<file path="config.mk">
export PLATFORM = sky130hd
export DESIGN_NAME = mips_bus_arbiter_flat
export DESIGN_NICKNAME = d
export VERILOG_FILES = /design/src/rtl/mips_bus_arbiter_if.sv /design/src/rtl/mips_bus_arbiter.sv /design/src/flat_wrapper.sv
export SDC_FILE = /design/constraint.sdc
export NUM_CORES = 1
export LEC_CHECK = 0
export ABC_AREA = 1
export CAP_MARGIN = 20
export CORE_AREA = 2 2 108 110
export CTS_CLUSTER_DIAMETER = 30
export DETAILED_ROUTE_END_ITERATION = 10
export DIE_AREA = 0 0 110 112
export GPL_ROUTABILITY_DRIVEN = 1
export PLACE_DENSITY = 0.62
export SYNTH_ARGS = -nofsm -noshare
export SYNTH_HDL_FRONTEND = slang
export SYNTH_SLANG_ARGS = --single-unit
</file>
<file path="constraint.sdc">
create_clock -name clk -period 2 [get_ports clk]
set_input_delay 0.4 -clock clk [delete_from_list [all_inputs] [get_ports clk]]
set_output_delay 0.4 -clock clk [all_outputs]
set_load 0.03 [all_outputs]
</file>
<file path="src/rtl/mips_bus_arbiter_if.sv">
// Bus bundle for mips_bus_arbiter: fetch master (i_*), data master (d_*) and
// the shared Avalon-MM slave port, plus the watchdog abort pulse.
interface mips_bus_arbiter_if #(
    parameter int ADDR_WIDTH = 32,
    parameter int DATA_WIDTH = 32
);
    // Fetch master side
    logic [ADDR_WIDTH-1:0]   i_address;
    logic                    i_read;
    logic                    i_waitrequest;
    logic [DATA_WIDTH-1:0]   i_readdata;

    // Data master side
    logic [ADDR_WIDTH-1:0]   d_address;
    logic                    d_read;
    logic                    d_write;
    logic [DATA_WIDTH-1:0]   d_writedata;
    logic [DATA_WIDTH/8-1:0] d_byteenable;
    logic                    d_waitrequest;
    logic [DATA_WIDTH-1:0]   d_readdata;

    // Shared slave side
    logic [ADDR_WIDTH-1:0]   address;
    logic                    read;
    logic                    write;
    logic [DATA_WIDTH-1:0]   writedata;
    logic [DATA_WIDTH/8-1:0] byteenable;
    logic                    waitrequest;
    logic [DATA_WIDTH-1:0]   readdata;

    logic                    bus_error;

    // Arbiter view: slave to both CPU masters, master towards the memory.
    modport slave (
        input  i_address, i_read,
        output i_waitrequest, i_readdata,
        input  d_address, d_read, d_write, d_writedata, d_byteenable,
        output d_waitrequest, d_readdata,
        output address, read, write, writedata, byteenable,
        input  waitrequest, readdata,
        output bus_error
    );

    // Environment view: CPU masters and the memory model.
    modport master (
        output i_address, i_read,
        input  i_waitrequest, i_readdata,
        output d_address, d_read, d_write, d_writedata, d_byteenable,
        input  d_waitrequest, d_readdata,
        input  address, read, write, writedata, byteenable,
        output waitrequest, readdata,
        input  bus_error
    );
endinterface

</file>
<file path="src/rtl/mips_bus_arbiter.sv">
// Two-master Avalon-MM arbiter (fetch vs load/store) with a waitrequest watchdog.
// Define MIPS_BUS_ARB_RR_EN for round-robin IDLE priority; default is data-over-fetch.
module mips_bus_arbiter #(
    parameter int ADDR_WIDTH     = 32,
    parameter int DATA_WIDTH     = 32,
    parameter int TIMEOUT_CYCLES = 256
) (
    input  logic                clk,
    input  logic                reset,
    mips_bus_arbiter_if.slave   bus
);

    localparam int CNT_W = (TIMEOUT_CYCLES > 0) ? $clog2(TIMEOUT_CYCLES + 1) : 1;
    localparam bit WD_EN = (TIMEOUT_CYCLES != 0);
    localparam logic [CNT_W-1:0] CNT_LAST = CNT_W'(TIMEOUT_CYCLES - 1);
    localparam logic [CNT_W-1:0] CNT_MAX  = CNT_W'(TIMEOUT_CYCLES);

    typedef enum logic [1:0] {
        IDLE,
        GNT_I,
        GNT_D
    } state_t;

    state_t           state;
    state_t           state_nx;
    logic [CNT_W-1:0] wd_cnt;
    logic [CNT_W-1:0] wd_cnt_nx;
    logic             i_req;
    logic             d_req;
    logic             pick_d;
    logic             wd_fire;

    assign i_req = bus.i_read;
    assign d_req = bus.d_read | bus.d_write;

`ifdef MIPS_BUS_ARB_RR_EN
    typedef enum logic {
        LAST_I,
        LAST_D
    } last_t;

    last_t last_grant;

    // Ties go to whichever master was not served by the previous grant.
    assign pick_d = d_req & (~i_req | (last_grant == LAST_I));

    always_ff @(posedge clk or negedge reset) begin
        if (!reset) begin
            last_grant <= LAST_I;
        end else if (state_nx != state) begin
            if (state_nx == GNT_D) begin
                last_grant <= LAST_D;
            end else if (state_nx == GNT_I) begin
                last_grant <= LAST_I;
            end
        end
    end
`else
    assign pick_d = d_req;
`endif

    always_ff @(posedge clk or negedge reset) begin
        if (!reset) begin
            state  <= IDLE;
            wd_cnt <= '0;
        end else begin
            state  <= state_nx;
            wd_cnt <= wd_cnt_nx;
        end
    end

    // Routing and next-state; wd_fire completes the granted master early.
    always_comb begin
        state_nx          = state;
        wd_fire           = 1'b0;
        bus.address       = '0;
        bus.read          = 1'b0;
        bus.write         = 1'b0;
        bus.writedata     = '0;
        bus.byteenable    = '0;
        bus.i_waitrequest = 1'b1;
        bus.d_waitrequest = 1'b1;

        case (state)
            IDLE: begin
                if (pick_d) begin
                    state_nx = GNT_D;
                end else if (i_req) begin
                    state_nx = GNT_I;
                end
            end

            GNT_I: begin
                bus.address       = bus.i_address;
                bus.read          = bus.i_read;
                bus.byteenable    = '1;
                wd_fire           = WD_EN && i_req && bus.waitrequest && (wd_cnt == CNT_LAST);
                bus.i_waitrequest = bus.waitrequest & ~wd_fire;
                if (!i_req || wd_fire) begin
                    state_nx = IDLE;
                end else if (!bus.waitrequest) begin
                    state_nx = d_req ? GNT_D : IDLE;
                end
            end

            GNT_D: begin
                bus.address       = bus.d_address;
                bus.read          = bus.d_read & ~bus.d_write;
                bus.write         = bus.d_write;
                bus.writedata     = bus.d_writedata;
                bus.byteenable    = bus.d_byteenable;
                wd_fire           = WD_EN && d_req && bus.waitrequest && (wd_cnt == CNT_LAST);
                bus.d_waitrequest = bus.waitrequest & ~wd_fire;
                if (!d_req || wd_fire) begin
                    state_nx = IDLE;
                end else if (!bus.waitrequest) begin
                    state_nx = i_req ? GNT_I : IDLE;
                end
            end

            default: begin
                state_nx = IDLE;
            end
        endcase
    end

    // Any change of state is a fresh grant (or a release), so the count restarts.
    always_comb begin
        wd_cnt_nx = wd_cnt;
        if (state == IDLE || state_nx != state) begin
            wd_cnt_nx = '0;
        end else if (bus.waitrequest && wd_cnt != CNT_MAX) begin
            wd_cnt_nx = wd_cnt + 1'b1;
        end
    end

    assign bus.i_readdata = bus.readdata;
    assign bus.d_readdata = bus.readdata;
    assign bus.bus_error  = wd_fire;

endmodule

</file>
<file path="src/flat_wrapper.sv">
// flat-port wrapper written by rule: the top's interface ports become plain ports
module mips_bus_arbiter_flat 
#(
    parameter int ADDR_WIDTH     = 32,
    parameter int DATA_WIDTH     = 32,
    parameter int TIMEOUT_CYCLES = 256
)
  (clk, reset, bus_i_address, bus_i_read, bus_i_waitrequest, bus_i_readdata, bus_d_address, bus_d_read, bus_d_write, bus_d_writedata, bus_d_byteenable, bus_d_waitrequest, bus_d_readdata, bus_address, bus_read, bus_write, bus_writedata, bus_byteenable, bus_waitrequest, bus_readdata, bus_bus_error);
  mips_bus_arbiter_if #(.ADDR_WIDTH(ADDR_WIDTH), .DATA_WIDTH(DATA_WIDTH)) bus_i ();
  input  logic clk;
  input  logic reset;
  input wire logic [$bits(bus_i.i_address)-1:0] bus_i_address;
  input wire logic [$bits(bus_i.i_read)-1:0] bus_i_read;
  output wire logic [$bits(bus_i.i_waitrequest)-1:0] bus_i_waitrequest;
  output wire logic [$bits(bus_i.i_readdata)-1:0] bus_i_readdata;
  input wire logic [$bits(bus_i.d_address)-1:0] bus_d_address;
  input wire logic [$bits(bus_i.d_read)-1:0] bus_d_read;
  input wire logic [$bits(bus_i.d_write)-1:0] bus_d_write;
  input wire logic [$bits(bus_i.d_writedata)-1:0] bus_d_writedata;
  input wire logic [$bits(bus_i.d_byteenable)-1:0] bus_d_byteenable;
  output wire logic [$bits(bus_i.d_waitrequest)-1:0] bus_d_waitrequest;
  output wire logic [$bits(bus_i.d_readdata)-1:0] bus_d_readdata;
  output wire logic [$bits(bus_i.address)-1:0] bus_address;
  output wire logic [$bits(bus_i.read)-1:0] bus_read;
  output wire logic [$bits(bus_i.write)-1:0] bus_write;
  output wire logic [$bits(bus_i.writedata)-1:0] bus_writedata;
  output wire logic [$bits(bus_i.byteenable)-1:0] bus_byteenable;
  input wire logic [$bits(bus_i.waitrequest)-1:0] bus_waitrequest;
  input wire logic [$bits(bus_i.readdata)-1:0] bus_readdata;
  output wire logic [$bits(bus_i.bus_error)-1:0] bus_bus_error;
  assign bus_i.i_address = bus_i_address;
  assign bus_i.i_read = bus_i_read;
  assign bus_i_waitrequest = bus_i.i_waitrequest;
  assign bus_i_readdata = bus_i.i_readdata;
  assign bus_i.d_address = bus_d_address;
  assign bus_i.d_read = bus_d_read;
  assign bus_i.d_write = bus_d_write;
  assign bus_i.d_writedata = bus_d_writedata;
  assign bus_i.d_byteenable = bus_d_byteenable;
  assign bus_d_waitrequest = bus_i.d_waitrequest;
  assign bus_d_readdata = bus_i.d_readdata;
  assign bus_address = bus_i.address;
  assign bus_read = bus_i.read;
  assign bus_write = bus_i.write;
  assign bus_writedata = bus_i.writedata;
  assign bus_byteenable = bus_i.byteenable;
  assign bus_i.waitrequest = bus_waitrequest;
  assign bus_i.readdata = bus_readdata;
  assign bus_bus_error = bus_i.bus_error;
  mips_bus_arbiter #(.ADDR_WIDTH(ADDR_WIDTH), .DATA_WIDTH(DATA_WIDTH), .TIMEOUT_CYCLES(TIMEOUT_CYCLES)) u_core (.clk(clk), .reset(reset), .bus(bus_i));
endmodule
</file>
==> flow_summary_export.csv <==
group,metric,value,unit
finish,num-nets-final,663,
placed_design,place_congestion,0.793,
critical_path,reg2reg_depth,15,
global_route,grt_usage,0.145,
finish,final_cell_mix,"clkdlybuf4s50_1, nand2_1, buf_6, a21oi_2, nand2_4",
clock_tree,clock-sinks,11,
placed_design,dp.final_hpwl,7400,um
route,wl_per_cell,16.7,um
finish,drive_gt1_frac,0.487,
logic_synthesis,synth_simple_gate_area_frac,0.328,
sta,period_share,1.18,
finish,fillers,1075,
finish,area_delta_synth_final,134,%
logic_synthesis,synthDistinctLibCells,23,
floorplanning,die_w,110,um
finish,diodes,0,
route,drc,0,
global_route,grt_overflow,0,
sta,rsz0062_at_grt,"yes",
route,vias,2857,
route,antenna_left,0,
floorplanning,io_pins,275,
route,drtIter0Drc,69,
floorplanning,die-area,12300,um2
clock_tree,cts_tree,"built",
critical_path,end_kind,"output port",
sta,finalSetupTns,-4.90,ns
sta,max_slew_margin,0.663,
sta,period_minus_slack,2.35,ns
logic_synthesis,synth_fp_nets,515,
run_status,violations,"setup timing",
logic_synthesis,syn_inst,370,
sta,setup_viol,46,
placed_design,port_buffers,178,
critical_path,arrival,1.95,ns
run_status,outcome,"complete, but fails checks",
sta,drv_slew,0,
critical_path,crit_required,1.60,ns
critical_path,path_depth,11,
global_route,grt_pass1_vias,2732,
clock_tree,cts-buffers-inserted,3,
power,cellPowerDensity,1390,nW/um2
critical_path,worstSetupStartpointType,"register",
critical_path,cp_slowest_cell,"dfrtp_1",
critical_path,cp_top_family,"simple AND/OR/NAND/NOR gates",
logic_synthesis,synthMuxAreaShare,0,
hold_path,min_path_type,"in2async",
logic_synthesis,synth.area.top_cells,"buf_4, nand2_1, dfrtp_1, inv_1, a21oi_1",
logic_synthesis,synth_compound_area_frac,0.110,
clock_tree,cts_root_buf,"clkbuf_16",
sta,setup_slack,-0.351,ns
run,cap_violations,0,
floorplanning,rows,39,
logic_synthesis,ys_seq_area_frac,0.132,
logic_synthesis,synth_xor_area_frac,0.0252,
critical_path,crit_fanout,2,
route,via_per_inst,4.33,
logic_synthesis,synth_top_area_cell,"buf_4",
sta,worst_pin_slew,0.504,ns
critical_path,path_cells,"ha_2 -> nand3_2 -> nor3b_2 -> nand2_1 -> nor2_1 -> ha_2 -> buf_6 -> inv_2 -> o22ai_2 -> inv_1 -> buf_6",
route,firstDrtPassIters,5,
critical_path,crit_buf_inv,4,
logic_synthesis,synthAdderAreaFrac,0.0420,
sta,finalClockSkew,0.000788,ns
logic_synthesis,synth_area,2090,um2
critical_path,max_stage_delay,0.36,ns
finish,stdcell_count,660,
global_route,grt_first_pass_wirelength,14100,um
logic_synthesis,ys_seq_elements,11,
logic_synthesis,synth_area_per_cell,5.64,um2
floorplanning,initial_core_util,0.187,
placed_design,place_area,3760,um2
logic_synthesis,yosys_warnings,0,
clock_tree,worstSkewPairLatency,0.24,ns
floorplanning,core_area,11200,um2
global_route,antenna_found_initial,0,
floorplanning,die_h,112,um
placed_design,placedCellCount,631,
power,ir_worst_vdd,0.783,mV
power,p_leak,2.27,nW
sta,final-hold-violation-count,0,
logic_synthesis,synth_top_area_share,0.238,
sta,max_freq,425,MHz
finish,layout_commonest_cell,"clkdlybuf4s50_1",
critical_path,worstSetupPathType,"reg2out",
logic_synthesis,synth_top_family_by_area,"buffers and inverters",
clock_tree,clk_path_buf_depth,2,
global_route,grt_max_degree,29,
finish,final_cell_area,4890,um2
clock_tree,clk_pin_slew,0.04,ns
clock_tree,cts-htree-levels,1,
route,wirelength,11000,um
placed_design,post-place-ws,-0.140,ns
==> path summary, 6_finish.rpt <==
check,slack [ns],to,startpoint
min in group clk,0.64,u_core.wd_cnt[6],u_core.wd_cnt[6]
setup reg to reg,-0.26,u_core.wd_cnt[3],u_core.wd_cnt[0]
hold reg to reg,0.64,u_core.wd_cnt[6],u_core.wd_cnt[6]
max in group asynchronous,1.16,u_core.wd_cnt[0],reset
setup / recovery,-0.35,bus_i_waitrequest,u_core.wd_cnt[0]
hold / removal,0.50,u_core.wd_cnt[6],reset
==> registers in the layout (all words and copies together) (netlist names) <==
name / cells
u_core.state: 2
u_core.wd_cnt: 9
==> timing repair <==
item | in CTS | in global routing
gates cloned | 2 | 8
gates resized for setup | 32 | 183
endpoints found under the setup margin | 79 | 74
buffers inserted | 6 | 9
hold buffers | 0 | 0
pin swaps | 10 | 33
==> synth_stat cells <==
library cell and n:
nand2_2 2, nand4_1 4, a31oi_1 1, nand2_1 125, nor2_1 22, nand3_2 2, o21ai_0 4, buf_4 66
nand3b_4 1, xor2_1 6, nor3_1 1, a21oi_1 38, o22ai_1 1, a22oi_1 1, nor2_2 2, buf_2 1
inv_1 54, nand3_1 6, dfrtp_1 11, ha_1 7, clkbuf_1 13, inv_2 1, nor3b_1 1
==> cell type report <==
cell class / instances / area [um2] / area share
inverters: 55 / 216 / 0.0443
repair buffers: 222 / 2550 / 0.522
flip-flops and latches: 11 / 275 / 0.0563
well taps: 143 / 179 / 0.0366
clock buffers: 4 / 78.8 / 0.0161
multi-input cells: 225 / 1590 / 0.325
==> per-layer routing <==
metal / wire, um / GRT usage
met1: 4300 / 0.177
met2: 5150 / 0.231
met3: 1210 / 0.0621
met4: 335 / 0.0422
met5: 0 / 0
==> logic make-up (layout without fill, tap and decap cells) <==
kind of cell	after synthesis	after routing
fa+ha+maj	7	7
buf+inv	135	281
xor+xnor	6	6
compound gates	45	45
simple gates	166	167
flops	11	11
==> per-stage QoR <==
stage               power [W]  hold WS [ns]   util
finish                0.00678         0.502  0.437
global placement      0.00436         0.616  0.336
floorplan             0.00269         0.104      -
global route          0.00712         0.541  0.437
CTS                   0.00514         0.529  0.361
detailed placement    0.00439         0.622  0.336
==> power by group <==
part	internal, W	total (W)	switching [W]
Sequential	0.000252	0.000275	0.0000231
Combinational	0.00277	0.00614	0.00337
Clock	0.000268	0.000370	0.000102
(Power assumes the default switching activity.)
